[src/rtl/vad_pkg.sv]
// Shared BNN-VAD word and group geometry, used by the feature buffer, the fetch unit and the compute stage.
// Pointer width is derived here so that every stage sizes its group counter the same way.
package vad_pkg;

  localparam int DATA_W = 16;
  localparam int TOTAL  = 20;
  localparam int GROUP  = 5;
  localparam int NG     = TOTAL / GROUP;

  // A pointer must also hold the value NG, which marks "all groups issued".
  function automatic int ptr_width(input int num_groups);
    ptr_width = (num_groups < 1) ? 1 : $clog2(num_groups + 1);
  endfunction

  localparam int PTR_W = ptr_width(NG);

endpackage

[src/rtl/group_mux.sv]
// Combinational group select: returns words GROUP*ptr+1 .. GROUP*ptr+GROUP of data_in.
// Zero latency and no flow control; an out-of-range pointer (ptr == NG) selects all zeros.
module group_mux
  import vad_pkg::*;
#(
  parameter int DATA_W_P = DATA_W,
  parameter int TOTAL_P  = TOTAL,
  parameter int GROUP_P  = GROUP,
  parameter int PTR_W_P  = ptr_width(TOTAL_P / GROUP_P)
) (
  input  logic [TOTAL_P*DATA_W_P-1:0] data_in,
  input  logic [PTR_W_P-1:0]          ptr,
  output logic [GROUP_P*DATA_W_P-1:0] data_out
);

  localparam int NG_P = TOTAL_P / GROUP_P;
  localparam int GW   = GROUP_P * DATA_W_P;

  logic [GW-1:0] w_slice;

  always_comb begin
    w_slice = '0;
    for (int g = 0; g < NG_P; g++) begin
      if (ptr == PTR_W_P'(g)) begin
        w_slice = data_in[g*GW +: GW];
      end
    end
  end

  assign data_out = w_slice;

endmodule

[src/rtl/fetchnum.sv]
// Group-fetch unit: issues the input buffer as TOTAL/GROUP consecutive groups, one per read_en cycle, registered (1-cycle latency).
// No backpressure beyond read_en; requests after the last group are ignored and empty holds until reset.
module fetchnum
  import vad_pkg::*;
#(
  parameter int DATA_W_P = DATA_W,
  parameter int TOTAL_P  = TOTAL,
  parameter int GROUP_P  = GROUP
) (
  input  logic                        clk,
  input  logic                        rst_n,
  input  logic                        read_en,
  input  logic [TOTAL_P*DATA_W_P-1:0] data_in,
  output logic [GROUP_P*DATA_W_P-1:0] data_one,
  output logic                        empty
);

  localparam int NG_P    = TOTAL_P / GROUP_P;
  localparam int PTR_W_P = ptr_width(NG_P);
  localparam int GW      = GROUP_P * DATA_W_P;

  logic [PTR_W_P-1:0] r_ptr;
  logic [GW-1:0]      r_data_one;
  logic               r_empty;

  logic               w_fetch;
  logic [PTR_W_P-1:0] w_ptr_nxt;
  logic [GW-1:0]      w_group;

  group_mux #(
    .DATA_W_P (DATA_W_P),
    .TOTAL_P  (TOTAL_P),
    .GROUP_P  (GROUP_P),
    .PTR_W_P  (PTR_W_P)
  ) u_group_mux (
    .data_in  (data_in),
    .ptr      (r_ptr),
    .data_out (w_group)
  );

  assign w_fetch   = read_en && !r_empty;
  assign w_ptr_nxt = r_ptr + PTR_W_P'(1);

  // rst_n is active-high despite its name; it matches the upstream port naming.
  always_ff @(posedge clk) begin
    if (rst_n) begin
      r_ptr      <= '0;
      r_data_one <= '0;
      r_empty    <= 1'b0;
    end else if (w_fetch) begin
      r_ptr      <= w_ptr_nxt;
      r_data_one <= w_group;
      r_empty    <= (w_ptr_nxt == PTR_W_P'(NG_P));
    end
  end

  assign data_one = r_data_one;
  assign empty    = r_empty;

endmodule

[config.mk]
export PLATFORM = sky130hd
export DESIGN_NAME = fetchnum
export DESIGN_NICKNAME = d
export VERILOG_FILES = /design/src/rtl/vad_pkg.sv /design/src/rtl/group_mux.sv /design/src/rtl/fetchnum.sv
export SDC_FILE = /design/constraint.sdc
export NUM_CORES = 1
export LEC_CHECK = 0
export CAP_MARGIN = 20
export CORE_AREA = 4 4 155 157
export DETAILED_ROUTE_END_ITERATION = 6
export DIE_AREA = 0 0 159 161
export PLACE_DENSITY = 0.57
export REMOVE_ABC_BUFFERS = 1
export SYNTH_ARGS = -nofsm -noshare
export SYNTH_HDL_FRONTEND = slang
export SYNTH_SLANG_ARGS = --single-unit
[constraint.sdc]
create_clock -name clk -period 4.52 [get_ports clk]
set_input_delay 1.13 -clock clk [delete_from_list [all_inputs] [get_ports clk]]
set_output_delay 1.13 -clock clk [all_outputs]
set_load 0.01 [all_outputs]
* Word-level counts from Yosys, hierarchy flattened *
Index checks and enable logic that the tools add are counted.

cells by class
  $add $sub $neg = 1
  equal/unequal tests = 4
  muxes and demuxes = 4
  reductions and logical operators = 3

operators by type and width
  operator                                                          number
  80-bit two-way mux                                                4
  3-bit by 2-bit == test with 1-bit output (second input constant)  2
  3-bit by 1-bit adder with 3-bit output (second input constant)    1
  3-bit by 1-bit == test with 1-bit output (second input constant)  1
  3-bit == test (second input constant)                             1
  3-bit zero test                                                   1
  1-bit logical AND                                                 1
  1-bit zero test                                                   1

storage, ports and cells
  register bits after elaboration = 84
  input bits = 323
  logic and storage cells = 15

* Depth between registers and ports, before layout *
Gate-level depths: netlist of run 1.

  depth in word-level cells = 5
  mapped depth = 8
  depth with buffers taken out = 5

* Hierarchy *
Synthesis of run 1 repeated with hierarchy kept, for this count alone.

second synthesis, totals
  cell total of the unflattened synthesis = 644
  area, all modules = 5484.0 µm²

modules (own cells, without submodules)
  module     instances  cells an instance  area each (µm²)
  fetchnum   1          366                2990.4
  group_mux  1          278                2493.6

* Worst setup path after synthesis of run 1 *
OpenSTA, ideal clock, no wires.

  path type = input port to flip-flop
  start = in read_en
  end = reg r_data_one[53] (netlist: data_one[53])
  setup time = 88 ps
  arrival = 2060 ps
  data required time = 4432 ps
  setup slack = 2372 ps
  stages = 6
  path buffers = 3
  cell sequence = nand2b_1 -> buf_2 -> a211o_1 -> buf_6 -> buf_6 -> o32ai_2

on the way
  cells in the longest elaborated chain, start to end = 1

ends and longest elaborated chain
  element                 line            text
  start: declaration      fetchnum.sv:12  input logic read_en,
  1-bit logical AND       fetchnum.sv:41  assign w_fetch = read_en && !r_empty;
  end signal: assignment  fetchnum.sv:52  r_data_one <= w_group;
  end: declaration        fetchnum.sv:23  logic [GW-1:0] r_data_one;

No other way between the ends.
A chain may end at the register's enable or synchronous reset.

* Worst setup path after layout of run 1 *
  start = in read_en
  end = reg r_data_one[72] (netlist: data_one[72])

The elaborated chain is that of the path after synthesis.

==> results of run 1 <==
==> stage by stage <==
| step | std cells | setup WS, ps | util [%] |
|---|---|---|---|
| after floorplan | 509 | 224 | - |
| final | 1221 | 1660 | 45.0 |
| after detailed placement | 1204 | 1310 | 43.5 |
| after global placement | 1204 | 1330 | 43.5 |
| after CTS | 1220 | 1670 | 44.9 |
| after global routing | 1221 | 1590 | 45.0 |
==> per-layer routing <==
| metal | vias to the layer above | track usage, % |
|---|---|---|
| met5 | - | 0 |
| met4 | 0 | 5.01 |
| met3 | 23 | 5.21 |
| met2 | 226 | 33.0 |
| met1 | 2748 | 21.1 |
| li1 | 2953 | - |
==> logic make-up after synthesis <==
family                     count (synthesis)  synth area share [%]
xor gates and xnor gates                   1                 0.156
adders and majority gates                  6                  1.33
AOI/OAI and AO/OA                        243                  43.1
and+or+nand+nor                           89                  13.3
DFF                                       84                  29.9
buffers and inverters                    155                  12.1
muxes                                      1                 0.178
==> placed cells by master (no fill, tap or decap), types with 2 or more instances in the layout <==
cell	n
dfxtp_1	84
a211oi_1	81
buf_12	4
bufinv_16	2
clkdlybuf4s50_1	403
nor2_1	4
ha_1	4
ha_4	2
o22ai_1	79
o32ai_2	80
and3b_1	80
clkinv_2	3
clkbuf_16	9
buf_4	4
inv_1	84
nand2b_4	2
==> critical path, cell delays in order <==
cell	delay, ps
clkdlybuf4s50_1	490
nand2b_1	220
a211o_4	630
buf_12	330
o32ai_2	280
==> path summary, 6_finish.rpt <==
kind                start      endpoint  slack, ps  cells past startpoint
max               read_en  data_one[72]       1660                      5
min          data_one[25]  data_one[25]        470                      2
max reg2reg      r_ptr[0]  data_one[49]       2120                      7
min reg2reg  data_one[25]  data_one[25]        470                      2
==> sequential cells by signal, summed over array words and instances (netlist names) <==
name / cells
data_one: 80
r_ptr: 3
empty: 1
==> power by group through the flow <==
stage | sequential (W) | combinational [W] | clock (W)
after floorplan | 0.000898 | 0.000470 | 0
after global placement | 0.000868 | 0.00106 | 0
after CTS | 0.000853 | 0.00107 | 0.000845
after detailed placement | 0.000867 | 0.00107 | 0
after global routing | 0.000862 | 0.00114 | 0.000869
final | 0.000853 | 0.00106 | 0.000815
==> layout make-up <==
| class | instances | area [µm²] |
|---|---|---|
| repair buffers | 411 | 4140 |
| inverters | 85 | 319 |
| fillers | 2182 | 12400 |
| well taps | 285 | 357 |
| clock inverters | 5 | 75.1 |
| multi-input cells | 340 | 3320 |
| flip-flops and latches | 84 | 1680 |
| clock buffers | 11 | 243 |
==> impl_metrics.ini, run 1 <==
[outcome]
status = finished clean

[route]
top_layer = met4
first_pass_iters = 4
ant_nets = 0
via_count = 5950
wl_met2_um = 12800
wirelength_um = 25000
viasPerCell = 4.87
wl_per_cell_um = 20.4
dr_wl_met3_um = 1800
drcViolationCount = 0
wl_met1_um = 9960
drt_iter0_drc = 194

[global_route]
grt_pass1_wl_um = 37200
track_usage_pct = 18.2
grt_pass1_vias = 6087
overflow = 0
grt_antenna_before_repair = 0
grt_max_degree = 81

[yosys]
netlist_area_um2 = 5630
synth-seq-area-share_pct = 29.9
syn_inst = 579
synth_top_area_share_pct = 29.9
ys_types = 21
avgSynthCellArea_um2 = 9.72
yosys-top-cells-area = dfxtp_1 30%, o32ai_2 23%, and3b_1 12%
synth_top_area_cell = dfxtp_1
synth_edf_count = 0
synth_seq_cells = 84
yosys-top-cells-count = 84 x dfxtp_1, 84 x inv_1, 81 x a211oi_1, 80 x and3b_1, 80 x o32ai_2
synth-main-ff-cell = dfxtp_1
async_flop_share_pct = 0
yosys_warnings = 0

[pwr]
p_clk_share_pct = 29.9
p_switching_w = 0.000813
p_leak_nw = 3.64
powerDensity_nw_per_um2 = 269
vdd_ir_drop_max_v = 0.000135
finalPower_w = 0.00273
combPwrFrac_pct = 38.9
swShare_pct = 29.8
p_int_w = 0.00192
sequentialPowerShare_pct = 31.3

[cts]
clockBufferDepth = 2
cts_resized = 0
postCtsSetupRepairBufs = 0
htree_levels = 3
ctsHoldBuffers = 0
clkLatencyLatePin_ps = 340
numCtsBuffers = 9
tritoncts = yes
cts_root_buf = clkbuf_16
clk_pin_slew_ps = 60
cts_sinks = 84

[timing]
setup_tns_ps = 0
period_share_pct = 63.3
finalSetupViolations = 0
hold_viol_final = 0
tightestPinTransition_ps = 921
hold_ws_ps = 468
slew_headroom_pct = 38.6
min_period_ps = 2860
rsz0062_at_grt = false
fmax_mhz = 349
drv_slew = 0
fin_worst_skew_ps = 6.76

[critical_path]
arrival_ps = 3110
end_kind = flop
cp-start-kind = input port
cp_max_fo = 45
worstSetupPathType = input port to flop
crit_required_ps = 4770

[die]
fp.dieH_um = 161
dieArea_um2 = 25600
initial_utilization_pct = 25.0
io-pin-count = 404
die_w_um = 159
fp-row-count = 55
core-area_um2 = 22500

[placement]
place_congestion = 0.798
placed_cell_area_um2 = 9800
port_buffers = 403
post-dp-hpwl_um = 18600

[finish]
drive_above_1_share_pct = 11.9
area_growth_pct = 80.0
fin_area_um2 = 10100
nNetsFinal = 1260
diodes = 0

[job]
max_cap_viol_count = 0

[hold_path]
holdCritPathClass = flop to flop
Power figures use the tool's default switching activity.
==> inputs of run 2 (changes only) <==
Clock period 4.52 ns to 2.71 ns, I/O delays scaled along.
==> run 2 against run 1 <==
  * Register-to-register slack got worse by 1600 ps
  * Clock-buffer cell count rose by 1
  * Non-clock buffer count is 9 higher
  * Largest power group unchanged
  * Global-route usage barely moved
  * Critical path type is now flop to flop
==> impl_metrics.ini, run 2 (same netlist as run 1, synthesis figures left out) <==
[cts]
htree_levels = 3
cts_sinks = 84
tritoncts = yes
clkLatencyLatePin_ps = 330
cts_root_buf = clkbuf_16
numCtsBuffers = 9
clockBufferDepth = 2
clk_pin_slew_ps = 70
postCtsSetupRepairBufs = 0
ctsHoldBuffers = 0
cts_resized = 0

[timing]
period_share_pct = 81.1
hold_viol_final = 0
fin_worst_skew_ps = 4.74
setup_tns_ps = 0
hold_ws_ps = 469
rsz0062_at_grt = false
fmax_mhz = 455
tightestPinTransition_ps = 710
min_period_ps = 2200
slew_headroom_pct = 52.7
drv_slew = 0
fin_ws_ps = 512
finalSetupViolations = 0

[global_route]
grt_pass1_vias = 6322
track_usage_pct = 18.3
grt_pass1_wl_um = 37200
grt_antenna_before_repair = 2
overflow = 0
grt_max_degree = 81

[critical_path]
cp_slowest_cell = or2_2
cp_max_fo = 29
cp-start-kind = flop
slowest_delay_ps = 460
crit_chain = inv_1, ha_1, or2_2, buf_4, a211oi_1, o32ai_2
cpLargestDelayFamily = simple AND/OR/NAND/NOR gates
worstSetupPathType = flop to flop
arrival_ps = 2400
crit_required_ps = 2910
end_kind = flop
path_buf_inv = 2

[die]
fp-row-count = 55
dieArea_um2 = 25600
core-area_um2 = 22500
initial_utilization_pct = 25.0
io-pin-count = 404
die_w_um = 159
fp.dieH_um = 161

[finish]
fin_area_um2 = 10300
n_fill_cell = 2196
fin_cells = 1232
nNetsFinal = 1269
area_growth_pct = 82.9
layout_commonest_cell = clkdlybuf4s50_1
drive_above_1_share_pct = 12.7
largest_register_ff_count = 80
layout_common_cells = 403 x clkdlybuf4s50_1, 84 x inv_1, 84 x dfxtp_1

[route]
drcViolationCount = 0
viasPerCell = 4.91
ant_nets = 0
drt_iter0_drc = 184
via_count = 6045
first_pass_iters = 4
wl_per_cell_um = 20.2
wirelength_um = 24900

[placement]
port_buffers = 403
numPlacedInstances = 1214
placed_cell_area_um2 = 9940
pre_cts_slack_ps = 340
place_congestion = 0.827
post-dp-hpwl_um = 19300

[pwr]
vdd_ir_drop_max_v = 0.000274
sequentialPowerShare_pct = 30.4
combPwrFrac_pct = 38.3
powerDensity_nw_per_um2 = 456
p_clk_share_pct = 31.4
p_int_w = 0.00334
p_leak_nw = 3.72
p_switching_w = 0.00135
swShare_pct = 28.7

[hold_path]
holdCritPathClass = flop to flop

[outcome]
status = finished clean

[job]
max_cap_viol_count = 0
## run 2: cell types whose count changed in the layout (fill, tap and decap cells not counted), sizes merged
cell / delta
clkbuf: +1
buf: +9
diode: +2
bufinv: +1
clkinv: -2
## run 2: metal layers
layer / vias up / share of wire [%] / track usage (%)
met2: 226 / 50 / 32.7
met3: 28 / 6.7 / 5.03
li1: 2988 / - / -
met1: 2803 / 41 / 21.3
met5: - / 0 / 0
met4: 0 / 2.2 / 5.72
## run 2: path summary, 6_finish.rpt
check / slack [ps] / endpoint / cells after the start / from
setup reg to reg: 510 / data_one[10] / 6 / r_ptr[0]
setup / recovery: 510 / data_one[10] / 6 / r_ptr[0]
hold / removal: 470 / data_one[77] / 2 / data_one[77]
hold reg to reg: 470 / data_one[77] / 2 / data_one[77]
## run 2: cell type report
cell class              count  area (µm²)  share of cell area [%]
clock inverters             4        95.1                   0.924
flip-flops and latches     84        1680                    16.3
repair buffers            420        4270                    41.5
inverters                  85         319                    3.10
diodes                      2        5.00                  0.0486
well taps                 285         357                    3.46
clock buffers              12         256                    2.49
multi-input cells         340        3310                    32.1
## run 2: power groups by stage
stage	Sequential [W]	Clock [W]	Combinational [W]
after global placement	0.00145	0	0.00181
final	0.00142	0.00147	0.00180
after CTS	0.00142	0.00153	0.00182
after floorplan	0.00150	0	0.000785
after detailed placement	0.00145	0	0.00182
after global routing	0.00144	0.00158	0.00193
## run 2: per-stage QoR
| stage | power (W) | utilization, % |
|---|---|---|
| floorplan | 0.00228 | - |
| global placement | 0.00325 | 44.2 |
| detailed placement | 0.00327 | 44.2 |
| CTS | 0.00478 | 45.7 |
| global route | 0.00494 | 45.7 |
| finish | 0.00469 | 45.7 |
## run 2: worst min-delay path: stages (launching register included)
cell and delay [ps]:
dfxtp_1 310, inv_1 60, o32ai_2 50
==> inputs of run 3 (changes only) <==
Settings changed: PLACE_DENSITY 0.57 to 0.59.
Clock period 2.71 ns to 2 ns, I/O delays scaled along.
==> run 3 against run 2 <==
  * Register-to-register slack worse by 410 ps
  * Largest cell class unchanged
  * Utilization barely moved
  * Critical path depth did not move
  * Sequential power increased by 35%
  * Die area unchanged
  * Global-route usage is 0.58 points lower
  * Via count decreased by 0.55%
  * Power increased by 27%
  * Wire length down 3.1%
  * Cell area hardly changed
  * Combinational power increased by 37%
  * Clock skew is 2.1 ps higher
==> impl_metrics.ini, run 3 (same netlist as run 1, synthesis figures left out) <==
[hold_path]
holdCritPathClass = flop to flop
min_from = data_one[48]

[critical_path]
reg2reg_from = r_ptr[1]
worstSetupPathType = flop to flop
crit_required_ps = 2220
slowest_delay_ps = 400
cp_max_fo = 37
cp_slowest_cell = a211oi_1
startpoint = r_ptr[1]
cp-start-kind = flop
arrival_ps = 2120
cpLargestDelayFamily = compound AO/OA/AOI/OAI gates
end_kind = flop
crit_chain = ha_1, ha_1, or2_4, buf_12, a211oi_1, o32ai_2
cp_common_cell = ha_1
path_buf_inv = 1

[pwr]
p_leak_nw = 3.72
vdd_ir_drop_max_v = 0.000371
powerDensity_nw_per_um2 = 580
p_switching_w = 0.00183
p_clk_share_pct = 26.4
sequentialPowerShare_pct = 32.2
combPwrFrac_pct = 41.4
p_int_w = 0.00414
swShare_pct = 30.6

[finish]
fin_area_um2 = 10300
final_core_util_pct = 45.8
nNetsFinal = 1274
largest_register_ff_count = 80
drive_above_1_share_pct = 13.1
layout_commonest_cell = clkdlybuf4s50_1
diodes = 0
layout_common_cells = 403 x clkdlybuf4s50_1, 84 x inv_1, 84 x dfxtp_1
area_growth_pct = 82.9

[die]
fp.dieH_um = 161
core-area_um2 = 22500
dieArea_um2 = 25600
fp-row-count = 55
io-pin-count = 404
initial_utilization_pct = 25.0
die_w_um = 159

[global_route]
grt_pass1_wl_um = 36400
overflow = 0
grt_antenna_before_repair = 0
track_usage_pct = 17.7
grt_max_degree = 81
grt_pass1_vias = 6195

[timing]
rsz0062_at_grt = false
fin_worst_skew_ps = 6.87
drv_slew = 0
fin_ws_ps = 98.7
hold_viol_final = 0
finalSetupViolations = 0
min_period_ps = 1900
tightestPinTransition_ps = 402
fmax_mhz = 526
period_share_pct = 95.1
slew_headroom_pct = 73.1

[route]
ant_nets = 0
viasPerCell = 4.87
wl_per_cell_um = 19.6
drt_iter0_drc = 195
via_count = 6012
first_pass_iters = 4
wirelength_um = 24100
drcViolationCount = 0

[placement]
pre_cts_slack_ps = -17.8
placed_cell_area_um2 = 10000
post-dp-hpwl_um = 18200
place_congestion = 0.803
port_buffers = 403

[cts]
htree_levels = 3
tritoncts = yes
numCtsBuffers = 9
cts_resized = 0
cts_sinks = 84
clk_pin_slew_ps = 70
clkLatencyLatePin_ps = 340
postCtsSetupRepairBufs = 0
ctsHoldBuffers = 0
clockBufferDepth = 2
cts_root_buf = clkbuf_16

[outcome]
status = finished clean

[job]
max_cap_viol_count = 0
## run 3: cell count changes in the layout (fill, tap and decap cells not counted), sizes merged
| cell | before | now |
|---|---|---|
| clkinv | 1 | 3 |
| buf | 17 | 22 |
| clkinvlp | 0 | 1 |
| bufinv | 3 | 0 |
| diode | 2 | 0 |
| clkbuf | 12 | 11 |
## run 3: worst min-delay path, stage by stage (launching register included)
cell,delay (ps)
dfxtp_1,300
inv_1,60
o32ai_2,50
## run 3: stage by stage
step / TNS (ps) / power, W / cells / hold WS [ps]
6_report: 0 / 0.00597 / 1234 / 467
5_1_grt: 0 / 0.00630 / 1234 / 478
4_1_cts: 0 / 0.00609 / 1234 / 471
3_5_place_dp: -28.5 / 0.00445 / 1219 / 457
3_3_place_gp: 0 / 0.00445 / 1219 / 456
2_1_floorplan: -183670 / 0.00309 / 509 / 452
## run 3: path summary, 6_finish.rpt
kind                   to  cells past startpoint  slack, ps
min reg2reg  data_one[48]                      2        470
max          data_one[54]                      6        100
max reg2reg  data_one[54]                      6        100
min          data_one[48]                      2        470
## run 3: layer usage
layer | vias to the layer above | track usage (%) | routed length (µm)
met1 | 2751 | 21.8 | 10300
met2 | 247 | 30.1 | 11600
li1 | 2990 | - | -
met3 | 24 | 5.05 | 1760
met4 | 0 | 5.36 | 470
met5 | - | 0 | 0
## run 3: power groups by stage
stage / Combinational, W / Clock (W) / Sequential [W]
after global routing: 0.00265 / 0.00171 / 0.00194
after CTS: 0.00251 / 0.00166 / 0.00192
after global placement: 0.00249 / 0 / 0.00196
after detailed placement: 0.00250 / 0 / 0.00196
final: 0.00247 / 0.00157 / 0.00192
after floorplan: 0.00106 / 0 / 0.00203
## run 3: layout make-up
class / count / area [µm²]
Clock buffer: 11 / 243
Timing Repair Buffer: 425 / 4360
Sequential cell: 84 / 1680
Fill cell: 2168 / 12200
Tap cell: 285 / 357
Inverter: 85 / 319
Multi-Input combinational cell: 340 / 3310
Clock inverter: 4 / 26.3
